### src/rtl/instr_sequencer.sv
// instr_sequencer
//   Instruction feeder for processador. It holds a small program memory and
//   presents one instruction at a time on iin. Each word stays on iin for HOLD
//   cycles, or until the processor pulses done when USE_DONE=1. The sequencer
//   supports free-running execution, single-step and halt.
//
// Ports
//   clock      rising-edge system clock
//   resetn     asynchronous reset, active high (the name is kept from the codebase)
//   load_en    write load_data to mem[load_addr]; honoured only in IDLE/HALTED
//   load_addr  program write address
//   load_data  program write data
//   start      begin free-running execution from pc (from address 0 when HALTED)
//   step       execute exactly one instruction, then return to IDLE
//   halt_req   stop at the next instruction boundary (sticky until then)
//   done       processor instruction-complete pulse (used when USE_DONE=1)
//   iin        instruction presented to processador
//   pc         address of the word on iin / next word to fetch
//   busy       high in EXEC
//   halted     high in HALTED
module instr_sequencer #(
  parameter int            IW        = 16,
  parameter int            AW        = 4,
  parameter int            HOLD      = 4,
  parameter int            USE_DONE  = 0,
  parameter logic [IW-1:0] HALT_WORD = {IW{1'b1}}
) (
  input  logic          clock,
  input  logic          resetn,
  input  logic          load_en,
  input  logic [AW-1:0] load_addr,
  input  logic [IW-1:0] load_data,
  input  logic          start,
  input  logic          step,
  input  logic          halt_req,
  input  logic          done,
  output logic [IW-1:0] iin,
  output logic [AW-1:0] pc,
  output logic          busy,
  output logic          halted
);

  localparam int DEPTH = 2 ** AW;
  localparam int CW    = (HOLD > 1) ? $clog2(HOLD) : 1;
  localparam logic [CW-1:0] HOLD_LAST = CW'(HOLD - 1);

  typedef enum logic [1:0] {
    ST_IDLE   = 2'd0,
    ST_EXEC   = 2'd1,
    ST_HALTED = 2'd2
  } state_t;

  state_t        state_q, state_d;
  logic [AW-1:0] pc_q, pc_d;
  logic [IW-1:0] iin_q, iin_d;
  logic [CW-1:0] cnt_q, cnt_d;
  logic          step_mode_q, step_mode_d;
  logic          halt_pend_q, halt_pend_d;

  logic [IW-1:0] mem [DEPTH];
  logic          mem_we;
  logic [AW-1:0] pc_inc;
  logic [IW-1:0] word_cur;
  logic [IW-1:0] word_next;
  logic [IW-1:0] word_zero;
  logic          boundary;
  logic          halt_any;

  // Reads are combinational so a fetch at an edge sees the memory contents
  // from before any write at that same edge.
  assign pc_inc    = pc_q + AW'(1);
  assign word_cur  = mem[pc_q];
  assign word_next = mem[pc_inc];
  assign word_zero = mem[AW'(0)];
  assign mem_we    = load_en && (state_q != ST_EXEC);

  always_ff @(posedge clock) begin
    if (mem_we) begin
      mem[load_addr] <= load_data;
    end
  end

  assign boundary = (USE_DONE != 0) ? done : (cnt_q == '0);
  // A halt request seen in the boundary cycle itself still stops at that boundary.
  assign halt_any = halt_pend_q | halt_req;

  always_comb begin
    state_d     = state_q;
    pc_d        = pc_q;
    iin_d       = iin_q;
    cnt_d       = cnt_q;
    step_mode_d = step_mode_q;
    halt_pend_d = halt_pend_q;

    case (state_q)
      ST_IDLE: begin
        if (start || step) begin
          if (word_cur == HALT_WORD) begin
            state_d = ST_HALTED;
          end else begin
            iin_d       = word_cur;
            cnt_d       = HOLD_LAST;
            step_mode_d = step & ~start;
            state_d     = ST_EXEC;
          end
        end
      end

      ST_EXEC: begin
        if (boundary) begin
          pc_d = pc_inc;
          if (halt_any) begin
            halt_pend_d = 1'b0;
            state_d     = ST_HALTED;
          end else if (word_next == HALT_WORD) begin
            state_d = ST_HALTED;
          end else if (step_mode_q) begin
            state_d = ST_IDLE;
          end else begin
            iin_d = word_next;
            cnt_d = HOLD_LAST;
          end
        end else begin
          halt_pend_d = halt_any;
          if (cnt_q != '0) begin
            cnt_d = cnt_q - CW'(1);
          end
        end
      end

      ST_HALTED: begin
        // Restart always begins at address 0, with the same halt-word check.
        if (start) begin
          pc_d = '0;
          if (word_zero != HALT_WORD) begin
            iin_d       = word_zero;
            cnt_d       = HOLD_LAST;
            step_mode_d = 1'b0;
            state_d     = ST_EXEC;
          end
        end
      end

      default: begin
        state_d = ST_IDLE;
      end
    endcase
  end

  always_ff @(posedge clock or posedge resetn) begin
    if (resetn) begin
      state_q     <= ST_IDLE;
      pc_q        <= '0;
      iin_q       <= '0;
      cnt_q       <= '0;
      step_mode_q <= 1'b0;
      halt_pend_q <= 1'b0;
    end else begin
      state_q     <= state_d;
      pc_q        <= pc_d;
      iin_q       <= iin_d;
      cnt_q       <= cnt_d;
      step_mode_q <= step_mode_d;
      halt_pend_q <= halt_pend_d;
    end
  end

  assign iin    = iin_q;
  assign pc     = pc_q;
  assign busy   = (state_q == ST_EXEC);
  assign halted = (state_q == ST_HALTED);

endmodule

### config.mk
export PLATFORM = sky130hd
export DESIGN_NAME = instr_sequencer
export DESIGN_NICKNAME = d
export VERILOG_FILES = /design/src/rtl/instr_sequencer.sv
export SDC_FILE = /design/constraint.sdc
export NUM_CORES = 1
export LEC_CHECK = 0
export ABC_AREA = 1
export BUFFER_PORTS_ARGS = -buffer_cell sky130_fd_sc_hd__buf_4
export CELL_PAD_IN_SITES_DETAIL_PLACEMENT = 1
export CELL_PAD_IN_SITES_GLOBAL_PLACEMENT = 1
export CORE_MARGIN = 8
export CORE_UTILIZATION = 30
export DETAILED_ROUTE_END_ITERATION = 10
export PLACE_DENSITY_LB_ADDON = 0.15
export SYNTH_ARGS = -nofsm -noshare
export SYNTH_HDL_FRONTEND = slang
export SYNTH_SLANG_ARGS = --single-unit
### constraint.sdc
create_clock -name clock -period 2.72 [get_ports clock]
set_clock_uncertainty 0.2 [all_clocks]
set_input_delay 0.408 -clock clock [delete_from_list [all_inputs] [get_ports clock]]
set_output_delay 0.408 -clock clock [all_outputs]
set_load 0.02 [all_outputs]
; ---- Yosys cells after proc, flatten, opt, wreduce, memory -nomap -nowiden
; Memory sizes are Yosys's and may differ from the RTL's.
; Index checks and enable logic that the tools add are counted.
[op_classes]
addsub = 2
eq_ne = 20
n_mux = 40
bitwise_logic = 3
n_reduce_logical = 14
[ops]
columns = cell, n
row1 = 16-bit two-way mux, 8
row2 = 16-bit one-hot mux with 3 select lines, 1
row3 = 2-bit two-way mux, 17
row4 = 16-bit equality test (second input constant), 2
row5 = 9-bit AND reduction, 2
row6 = 16-bit != test (second input constant), 1
row7 = 2-bit != test (second input constant), 6
row8 = 2-bit one-hot mux with 3 select lines, 2
row9 = 5-bit AND reduction, 2
row10 = 3-bit != test (second input constant), 3
row11 = 1-bit two-way mux, 8
row12 = 4-bit two-way mux, 2
row13 = 2-bit by 1-bit != test with 1-bit output (second input constant), 4
row14 = 4-bit one-hot mux with 2 select lines, 1
row15 = 2-bit nonzero test, 3
row16 = 4-bit by 1-bit adder with 4-bit output (second input constant), 1
row17 = 2-bit logical NOT, 2
row18 = 4-bit by 1-bit != test with 1-bit output (second input constant), 1
row19 = 3-bit by 1-bit != test with 1-bit output (second input constant), 1
row20 = 3-bit AND reduction, 1
row21 = 3-bit nonzero test, 1
row22 = 2-bit by 1-bit equality test with 1-bit output (second input constant), 1
row23 = 2-bit equality test (second input constant), 1
row24 = 1-bit one-hot mux with 2 select lines, 1
row25 = 7 further kinds, 7
[totals]
register_bits = 26
ram_bits = 256
in_bits = 27
wordCells = 86
mem_count = 1
[mem_list]
columns = name, depth, word_bits, rd, rd_ports_with_merged_regs, write_ports, line
row1 = mem, 16, 16, 3, 0, 1, 60  ; logic [IW-1:0] mem [DEPTH];

; ---- Depth between registers and ports, before layout
; Gate-level depths: netlist (run 1).
; An unclocked memory read counts as a cell.
[depth]
ltp_word = 7
depth_mapped = 19
depth_no_buf = 16

; ---- Least setup slack after synthesis (run 1)
; OpenSTA, ideal clock, no wires.
[synth_path]
path_kind = register to register
from = reg state_q[1]
to = mem mem[10][0], enable pin
setup_time_ns = 0.409
t_arrival_ns = 2.307
t_required_ns = 2.111
slack_ns = -0.197
stages_incl_launch_ff = 6
n_path_buf = 0
period_less_slack_ns = 2.917
path_cell_list = dfrtp_1 inv_1 ha_1 inv_1 nand2_1 nor3_1
[synth_between]
elab_chain_cells = 4
[synth_rtl]
columns = element, line
row1 = from (decl), 53  ; state_t state_q, state_d;
row2 = from (signal assigned), 159  ; state_q <= state_d;
row3 = 2-bit by 1-bit != test with 1-bit output, 75  ; assign mem_we = load_en && (state_q != ST_EXEC);
row4 = 1-bit logical AND, 75
row5 = 1-bit two-way mux, 78  ; if (mem_we) begin
row6 = 1-bit two-way mux (not written as such), 79  ; mem[load_addr] <= load_data;
row7 = to (decl), 60
; Every way passes these cells.

; ---- Worst setup path in the final report (run 1)
[layout_path]
from = reg pc_q[0], in the netlist pc[0]
to = reg iin_q[10], in the netlist iin[10]
[layout_between]
elab_chain_cells = 7
elab_cells_between_ends = 14
classes_between = add/sub (1) / eq/ne (4) / mux (7) / reduce/logical (1) / memory (1)
[layout_rtl]
columns = element, line
row1 = from (decl), 54  ; logic [AW-1:0] pc_q, pc_d;
row2 = from (signal assigned), 160  ; pc_q <= pc_d;
row3 = 4-bit by 1-bit adder with 4-bit output, 71  ; assign pc_inc = pc_q + AW'(1);
row4 = memory read 16 x 16 bit *, --
row5 = "parallel branches: the longest is 5 deep, another holds 16-bit equality test", --
row6 = to (signal assigned), 161  ; iin_q <= iin_d;
row7 = to (decl), 55  ; logic [IW-1:0] iin_q, iin_d;
; Every way passes the cells marked *. The select of a mux whose other input is x is not followed.
; A chain may end at the register's enable or synchronous reset.

==> impl_metrics.yaml, run 1 <==
outcome:
  outcome: "complete, but fails checks"
  failing_checks: "setup timing"
floorplan:
  placement_rows: 83
  core_area_sq_um: 51200
  initial_utilization_pct: 30.25
  boundaryPins: 49
  chipHeight_microns: 243.2
  die_area_sq_um: 59140
  width_of_the_die_microns: 243.2
timing:
  max_slew.worst_pin.slew_ns: 0.6689
  finalSetupViolations: 18
  post-route-period-util_pct: 102.1
  fmax_ghz: 0.3600
  rsz_0062_raised_after_global_routing: "yes"
  finalWorstSetupSlack_ns: -0.05783
  slew-limit-headroom_pct: 55.36
  period_needed_ns: 2.778
  accumulated_negative_setup_slack_ns: -0.5392
  finalHoldViolCount: 0
  whs_ns: 0.01354
  slew_violations: 0
worst_setup_path:
  cp_num_buf_inv: 3
  worstPathMaxFanout: 18
  arrival_ns: 2.99
  worstReg2RegStart: "pc[0]"
  worstSetupStartpointType: "flop"
  setup.worst_path.end_class: "flop"
  cp-startpoint: "pc[0]"
  path_cells: "ha_4 -> buf_12 -> nand3_1 -> nand3_1 -> nand3_4 -> nand2_2 -> nand2_1 -> inv_2 -> nand2_2 -> nor2_4 -> nand3_4 -> buf_6 -> nand4_1 -> nand2_1"
  slowest_delay_ns: 0.53
  required_ns: 2.93
  rr_worst_depth: 14
  critical-path-slowest-cell: "dfrtp_4"
  timing.critical_path.depth: 14
  worst_path_dominant_cell_family: "simple AND/OR/NAND/NOR gates"
  critPathKind: "flop to flop"
  regToRegSetupSlack_ns: -0.06
clocking:
  cts_tree: "yes"
  cts.sink_count: 282
  clkTransAtPathRegs_ns: 0.06
  clock_path_buffers: 3
  cts_made_buffers: 36
  ctsHtreeMaxLevel: 2
  insertion_delay_ns: 0.55
  cts.root.buffer_cell: "clkbuf_16"
worst_hold_path:
  min-delay-path-class: "primary input to flop"
  hold_path_startpoint: "load_data[8]"
  whs_path_depth: 1
logic_synthesis:
  synth-compound-area-share_pct: 6.133
  synth_seq_area_share_pct: 53.85
  area_share_of_and_or_nand_nor_cells_after_synthesis_pct: 28.30
  synth_edf_count: 256
  yosysWarningCount: 0
  synth_top_family_by_area: "simple AND/OR/NAND/NOR gates"
  post_synth_xor_area_fraction_pct: 0.5656
  syn-cell-area_sq_um: 15480
  post_synth_adder_cell_area_pct: 0.4848
  avgSynthCellArea_sq_um: 8.532
  syn_inst: 1815
  most_frequently_used_flop_master_after_synthesis: "edfxtp_1"
  netlist-cell-type-count: 34
  ys_ff_latch: 282
  synth.net_count: 1848
  synthMuxAreaShare_pct: 0
  asyncSetResetFlopFracSynth_pct: 9.220
detailed_routing:
  drt_wl_total_mm: 59.21
  drt_drc_violations_left: 0
  wl_per_cell_microns: 22.08
  antenna_left: 0
  first_pass_iters: 5
  via_per_inst: 5.044
  num_vias: 13530
  detail_route.iter0.violations: 797
cells_and_area:
  area_delta_synth_final_pct: 28.55
  n_antenna_cell: 0
  layout_common_cells: "nand2_1 (545), nand3_1 (326), edfxtp_1 (256)"
  drive_above_1_share_pct: 19.58
  finalInstanceArea_sq_um: 19910
  leading_cell_type_in_the_layout_fill_and_taps_excluded: "nand2_1"
  finalNetCount: 2012
global_route:
  global_route.usage.total_pct: 19.58
  congestion_overflow_gr: 0
  grt_pass1_vias: 14120
  grt_start_max_net_pins: 62
  grt_antenna_before_repair: 0
  grt_first_pass_wirelength_mm: 88.49
place:
  placement.io_buffers: 47
  final_replace_weighted_congestion: 0.7933
  detailed_place.area_sq_um: 17620
  detailed_place_hpwl_mm: 36.72
pwr:
  pwr_density_cell_nw_per_um2: 1116
  p_leak_uw: 0.008323
  max-vdd-ir-drop_mv: 0.4783
run:
  maxCapViolCount: 0
metal layers:
metal / share of wire, % / vias up / global-route usage (%) / wire [microns]
met3: 3.8 / 87 / 2.526 / 2269
li1: - / 6383 / - / -
met1: 47 / 6797 / 26.84 / 27750
met4: 2.3 / 0 / 5.695 / 1368
met5: 0 / - / 0 / 0
met2: 47 / 262 / 32.01 / 27820
through the flow:
stage                     power [uW]  cells  setup slack (ns)  utilization [%]
after floorplan                11380   1815           -0.1967                -
after detailed placement       15790   2576           -0.1800            34.41
final                          22210   2682          -0.05783            38.88
after CTS                      21810   2672        -0.0007410            38.16
after global placement         15630   2576           -0.1424            34.41
after global routing           23560   2682           -0.1522            38.88
layout make-up:
class	instances	area, sq um
Timing Repair Buffer	237	2734
Multi-Input combinational cell	1170	5926
Clock buffer	49	970.9
Timing Repair inverter	1	11.26
Clock inverter	12	80.08
Fill cell	5892	31290
Sequential cell	282	8344
Inverter	251	988.4
Tap cell	680	850.8
cells by family (layout without fill, tap and decap cells):
| family | Yosys count | count (layout) |
|---|---|---|
| buffers and inverters | 364 | 550 |
| flip-flops | 282 | 282 |
| XOR/XNOR | 4 | 4 |
| adder cells (fa/ha/maj) | 6 | 6 |
| AND/OR/NAND/NOR | 1011 | 1012 |
| AO/OA/AOI/OAI | 148 | 148 |
report_power, final:
part	total, uW	internal (uW)	switching (uW)
sequential	5180	5000	185
clock	4440	2580	1860
combinational	12600	5250	7350
total	22200	12800	9390
state kept, by name, summed over array words and instances (netlist names):
name / cells
cnt_q: 2
iin: 16
mem: 256
pc: 4
halt_pend_q: 1
state_q: 2
step_mode_q: 1
worst paths after layout:
path | to
max reg2reg | iin[10]
min reg2reg | iin[15]
min in group asynchronous | state_q[0]
min | mem[3][8]
max in group asynchronous | iin[9]
max | iin[10]
Yosys cell counts, types with 3 or more instances:
cell type | number | share of area (%)
buf_4 | 8 | 0.39
edfxtp_1 | 256 | 50
nand3_1 | 355 | 11
clkbuf_1 | 20 | 0.48
buf_2 | 53 | 1.7
nor3_1 | 12 | 0.39
nand2_1 | 584 | 14
nor2_1 | 24 | 0.58
o21ai_0 | 56 | 1.8
inv_1 | 244 | 5.9
nand2_2 | 11 | 0.44
buf_6 | 23 | 1.7
o211ai_1 | 64 | 3.1
a22oi_1 | 16 | 0.78
o21ai_1 | 4 | 0.13
buf_1 | 8 | 0.19
nand4_1 | 17 | 0.69
nand3_4 | 3 | 0.34
ha_1 | 6 | 0.48
a21oi_1 | 4 | 0.13
inv_2 | 5 | 0.12
dfrtp_1 | 26 | 4.2
repair_timing:
action,CTS,global route
endpoints found under the hold margin,225,0
buffers inserted,4,8
pin swaps,20,41
setup endpoints to repair,21,21
hold buffers,18,0
gates cloned,13,3
gates resized for setup,80,75
(Power assumes the default switching activity.)
==> run 2, diff against run 1 <==
CORE_MARGIN = default   (was 8)
==> run 2 against run 1 <==
Net effect: the run still ends with setup timing left; clock-buffer cell count is 2 higher; fmax is 1.1% lower; via count is 0.94% lower; critical path type unchanged; largest cell class unchanged.
==> impl_metrics.yaml, run 2 (synthesis gave the netlist of run 1 again) <==
timing:
  post-route-period-util_pct: 103.3
  fmax_ghz: 0.3559
  slew-limit-headroom_pct: 49.56
  finalHoldViolCount: 0
  slew_violations: 0
  finalSetupViolations: 19
  rsz_0062_raised_after_global_routing: "yes"
  period_needed_ns: 2.810
  finalWorstSetupSlack_ns: -0.08987
  accumulated_negative_setup_slack_ns: -1.246
  max_slew.worst_pin.slew_ns: 0.7558
  whs_ns: 0.01802
detailed_routing:
  drt_drc_violations_left: 0
  drt_wl_total_mm: 56.22
  antenna_left: 0
  detail_route.iter0.violations: 802
  wl_per_cell_microns: 20.88
  num_vias: 13400
  first_pass_iters: 4
  via_per_inst: 4.978
floorplan:
  chipHeight_microns: 229.2
  width_of_the_die_microns: 229.2
  placement_rows: 82
  core_area_sq_um: 50580
  boundaryPins: 49
  die_area_sq_um: 52530
  initial_utilization_pct: 30.61
pwr:
  pwr_density_cell_nw_per_um2: 1122
  p_leak_uw: 0.008414
  max-vdd-ir-drop_mv: 0.5392
worst_hold_path:
  min-delay-path-class: "primary input to flop"
worst_setup_path:
  worstSetupStartpointType: "flop"
  worstPathMaxFanout: 8
  critPathKind: "flop to flop"
  setup.worst_path.end_class: "flop"
  arrival_ns: 3.04
  required_ns: 2.95
place:
  detailed_place.area_sq_um: 17800
  placed_cells: 2584
  placement.io_buffers: 47
  detailed_place_hpwl_mm: 37.30
  final_replace_weighted_congestion: 0.8148
cells_and_area:
  fin_cells: 2692
  largest-register: "mem"
  layout.core_utilization_pct: 39.56
  drive_above_1_share_pct: 21.09
  fillers: 5788
  finalNetCount: 2029
  largest_register_ff_count: 256
  area_delta_synth_final_pct: 29.22
  ff_latch_area_sq_um: 8344
  n_antenna_cell: 0
  layout_common_cells: "nand2_1 (542), nand3_1 (311), edfxtp_1 (256)"
  leading_cell_type_in_the_layout_fill_and_taps_excluded: "nand2_1"
  finalInstanceArea_sq_um: 20010
  multiInputGateArea_sq_um: 6007
global_route:
  grt_antenna_before_repair: 0
  grt_start_max_net_pins: 39
  congestion_overflow_gr: 0
  grt_pass1_vias: 13970
  grt_first_pass_wirelength_mm: 85.28
  global_route.usage.total_pct: 21.54
outcome:
  failing_checks: "setup timing"
  outcome: "complete, but fails checks"
clocking:
  ctsHtreeMaxLevel: 2
  cts_tree: "yes"
  cts.sink_count: 282
  cts_made_buffers: 36
  clkTransAtPathRegs_ns: 0.06
  insertion_delay_ns: 0.55
  cts.root.buffer_cell: "clkbuf_16"
  clock_path_buffers: 3
run:
  maxCapViolCount: 0
## run 2: cell type report
| type | instances | share of cell area [%] |
|---|---|---|
| multi-input combinational | 1170 | 30.02 |
| clock buffer | 51 | 4.990 |
| sequential | 282 | 41.70 |
| clock inverter | 11 | 0.4252 |
| timing repair buffer | 255 | 13.83 |
| inverter | 251 | 4.834 |
| tap | 672 | 4.202 |
## run 2: final timing paths
check                             start  slack, ns  cells past startpoint    endpoint
setup / recovery                  pc[0]      -0.09                     16      iin[1]
hold / removal             load_data[4]       0.02                      1   mem[5][4]
setup reg to reg                  pc[0]      -0.09                     16      iin[1]
hold reg to reg                  iin[9]       0.28                      2      iin[9]
max in group asynchronous        resetn       1.34                      4      iin[8]
min in group asynchronous        resetn       0.36                      3  state_q[0]
## run 2: routing by layer
metal,track usage (%),up-vias,part of all wire [%]
li1,-,6403,-
met1,30.07,6741,48
met5,0,-,0
met2,35.37,198,47
met3,3.088,60,3.2
met4,4.458,0,1.4
## run 2: stage by stage
stage	worst slack (ns)	power [uW]
5_1_grt	-0.1875	23850
3_3_place_gp	-0.1312	15830
2_1_floorplan	-0.1967	11380
6_report	-0.08987	22440
3_5_place_dp	-0.1642	16050
4_1_cts	-0.03707	22170
## run 2: repair_timing
item / in CTS / in global routing
endpoints found under the hold margin: 227 / 0
resized for setup: 119 / 30
setup buffers: 15 / 5
endpoints found under the setup margin: 21 / 21
cloned: 7 / 2
hold buffers: 17 / 0
pin swaps: 46 / 25
## run 2: critical path, cell delays in order (launching register included)
cell     delay, ns
dfrtp_4       0.54
ha_4          0.40
buf_12        0.18
buf_12        0.16
buf_6         0.12
nand2_4       0.05
nand3_4       0.08
nand3_2       0.07
nand2_2       0.09
nand2_2       0.05
inv_2         0.05
nand2_2       0.06
nor2_4        0.14
nand3_4       0.16
buf_6         0.18
nand4_1       0.08
nand2_1       0.06
## run 2: report_power, final
part,internal (uW),switching [uW],leakage (uW)
clock,2650,1880,0.000528
sequential,5000,190,0.00263
combinational,5520,7210,0.00525
==> run 3, diff against run 2 <==
CORE_ASPECT_RATIO = 1.75   (was default)
SKIP_CTS_REPAIR_TIMING = 1   (was default)
==> run 3 against run 2 <==
Net effect: the run still ends with setup timing left; die area is essentially flat; clock-buffer cell count shrank 20; critical path depth shrank 2; register-to-register slack lost 0.04 ns; sequential share of layout area shrank 0.18 points.
==> impl_metrics.yaml, run 3 (synthesis gave the netlist of run 1 again) <==
timing:
  max_slew.worst_pin.slew_ns: 0.7329
  whs_ns: 0.2574
  rsz_0062_raised_after_global_routing: "yes"
  slew-limit-headroom_pct: 51.08
  period_needed_ns: 2.854
  fmax_ghz: 0.3504
  finalHoldViolCount: 0
  finalSetupViolations: 21
  finalWorstSetupSlack_ns: -0.1339
  slew_violations: 0
  post-route-period-util_pct: 104.9
detailed_routing:
  num_vias: 13680
  drt_wl_total_mm: 63.24
  first_pass_iters: 5
  wl_per_cell_microns: 23.69
  detail_route.iter0.violations: 807
  drt_drc_violations_left: 0
  via_per_inst: 5.126
  antenna_left: 0
global_route:
  grt_start_max_net_pins: 74
  grt_first_pass_wirelength_mm: 86.37
  grt_pass1_vias: 13860
  grt_antenna_before_repair: 0
  global_route.usage.total_pct: 22.21
  congestion_overflow_gr: 0
clocking:
  insertion_delay_ns: 0.59
  cts_tree: "yes"
  clock_path_buffers: 3
  cts_made_buffers: 31
  ctsHtreeMaxLevel: 1
  clkTransAtPathRegs_ns: 0.07
  cts.sink_count: 282
  cts.root.buffer_cell: "clkbuf_16"
cells_and_area:
  fin_cells: 2669
  leading_cell_type_in_the_layout_fill_and_taps_excluded: "nand2_1"
  area_delta_synth_final_pct: 29.78
  largest-register: "mem"
  largest_register_ff_count: 256
  finalNetCount: 2012
  finalInstanceArea_sq_um: 20100
  layout.core_utilization_pct: 39.61
  fillers: 5861
  n_antenna_cell: 0
  layout_common_cells: "nand2_1 (545), nand3_1 (326), edfxtp_1 (256)"
  drive_above_1_share_pct: 20.12
worst_hold_path:
  hold_path_startpoint: "start"
  min-delay-path-class: "primary input to flop"
floorplan:
  width_of_the_die_microns: 173.7
  core_area_sq_um: 50730
  initial_utilization_pct: 30.52
  boundaryPins: 49
  die_area_sq_um: 52560
  chipHeight_microns: 302.5
  placement_rows: 109
pwr:
  p_leak_uw: 0.008404
  max-vdd-ir-drop_mv: 0.4401
  pwr_density_cell_nw_per_um2: 1121
outcome:
  failing_checks: "setup timing"
  outcome: "complete, but fails checks"
worst_setup_path:
  slowest_delay_ns: 0.53
  worstSetupStartpointType: "flop"
  critical-path-slowest-cell: "dfrtp_4"
  path_cells: "ha_4 -> buf_6 -> clkinv_8 -> buf_12 -> o211ai_1 -> nand3_1 -> nand3_2 -> nand2_1 -> buf_4 -> a22oi_1 -> o21ai_0 -> buf_4 -> nand4_1 -> nand2_1"
  regToRegSetupSlack_ns: -0.13
  setup.worst_path.end_class: "flop"
  worstReg2RegStart: "pc[0]"
  arrival_ns: 3.12
  required_ns: 2.99
  worstPathMaxFanout: 8
  critPathKind: "flop to flop"
  cp-startpoint: "pc[0]"
place:
  final_replace_weighted_congestion: 0.8030
  placed_cells: 2548
  detailed_place.area_sq_um: 17560
  placement.io_buffers: 47
  detailed_place_hpwl_mm: 38.32
run:
  maxCapViolCount: 0
## run 3: cell types whose count changed in the layout (fill, tap and decap cells not counted), sizes merged, moves of 2 or more
cell,before,now
buf,235,202
clkinvlp,0,2
clkinv,8,16
bufinv,1,7
dlygate4sd3,17,20
## run 3: critical path, delay by kind of cell, from the launching register on
family / cells / cell delay [ns]
flip-flops: 1 / 0.53
AND/OR/NAND/NOR: 5 / 0.47
buffers and inverters: 5 / 0.71
AO/OA/AOI/OAI: 3 / 0.50
adder cells (fa/ha/maj): 1 / 0.31
## run 3: layout make-up
type | count | area (sq um) | area share (%)
clock buffers | 31 | 775.7 | 3.860
repair buffers | 243 | 2935 | 14.61
flip-flops and latches | 282 | 8344 | 41.52
well taps | 666 | 833.3 | 4.146
inverters | 251 | 972.2 | 4.837
multi-input cells | 1170 | 5928 | 29.50
clock inverters | 26 | 307.8 | 1.532
## run 3: routing by layer
metal	global-route usage [%]	part of all wire (%)	vias to the layer above
met5	0	0	-
met4	8.375	4.6	0
met3	2.055	3.0	142
met2	43.58	55	291
met1	24.38	38	6879
li1	-	-	6369
## run 3: report_power, final
part           internal (uW)  total [uW]  switching (uW)
Clock                   2730        4590            1860
Combinational           5260       12800            7500
Sequential              4990        5170             175
Total                  13000       22500            9530
## run 3: worst paths after layout
check	cells past startpoint	endpoint
max in group asynchronous	4	cnt_q[1]
hold / removal	5	pc[3]
hold reg to reg	2	cnt_q[1]
min in group asynchronous	3	iin[4]
setup / recovery	14	iin[3]
setup reg to reg	14	iin[3]
## run 3: through the flow
step           TNS, ns  setup WS, ns  power [uW]
2_1_floorplan   -24.11       -0.1967       11380
4_1_cts         -5.945       -0.3203       20080
6_report        -1.831       -0.1339       22520
3_3_place_gp    -4.922       -0.2686       15280
5_1_grt         -4.097       -0.2327       23790
3_5_place_dp    -5.168       -0.2828       15460
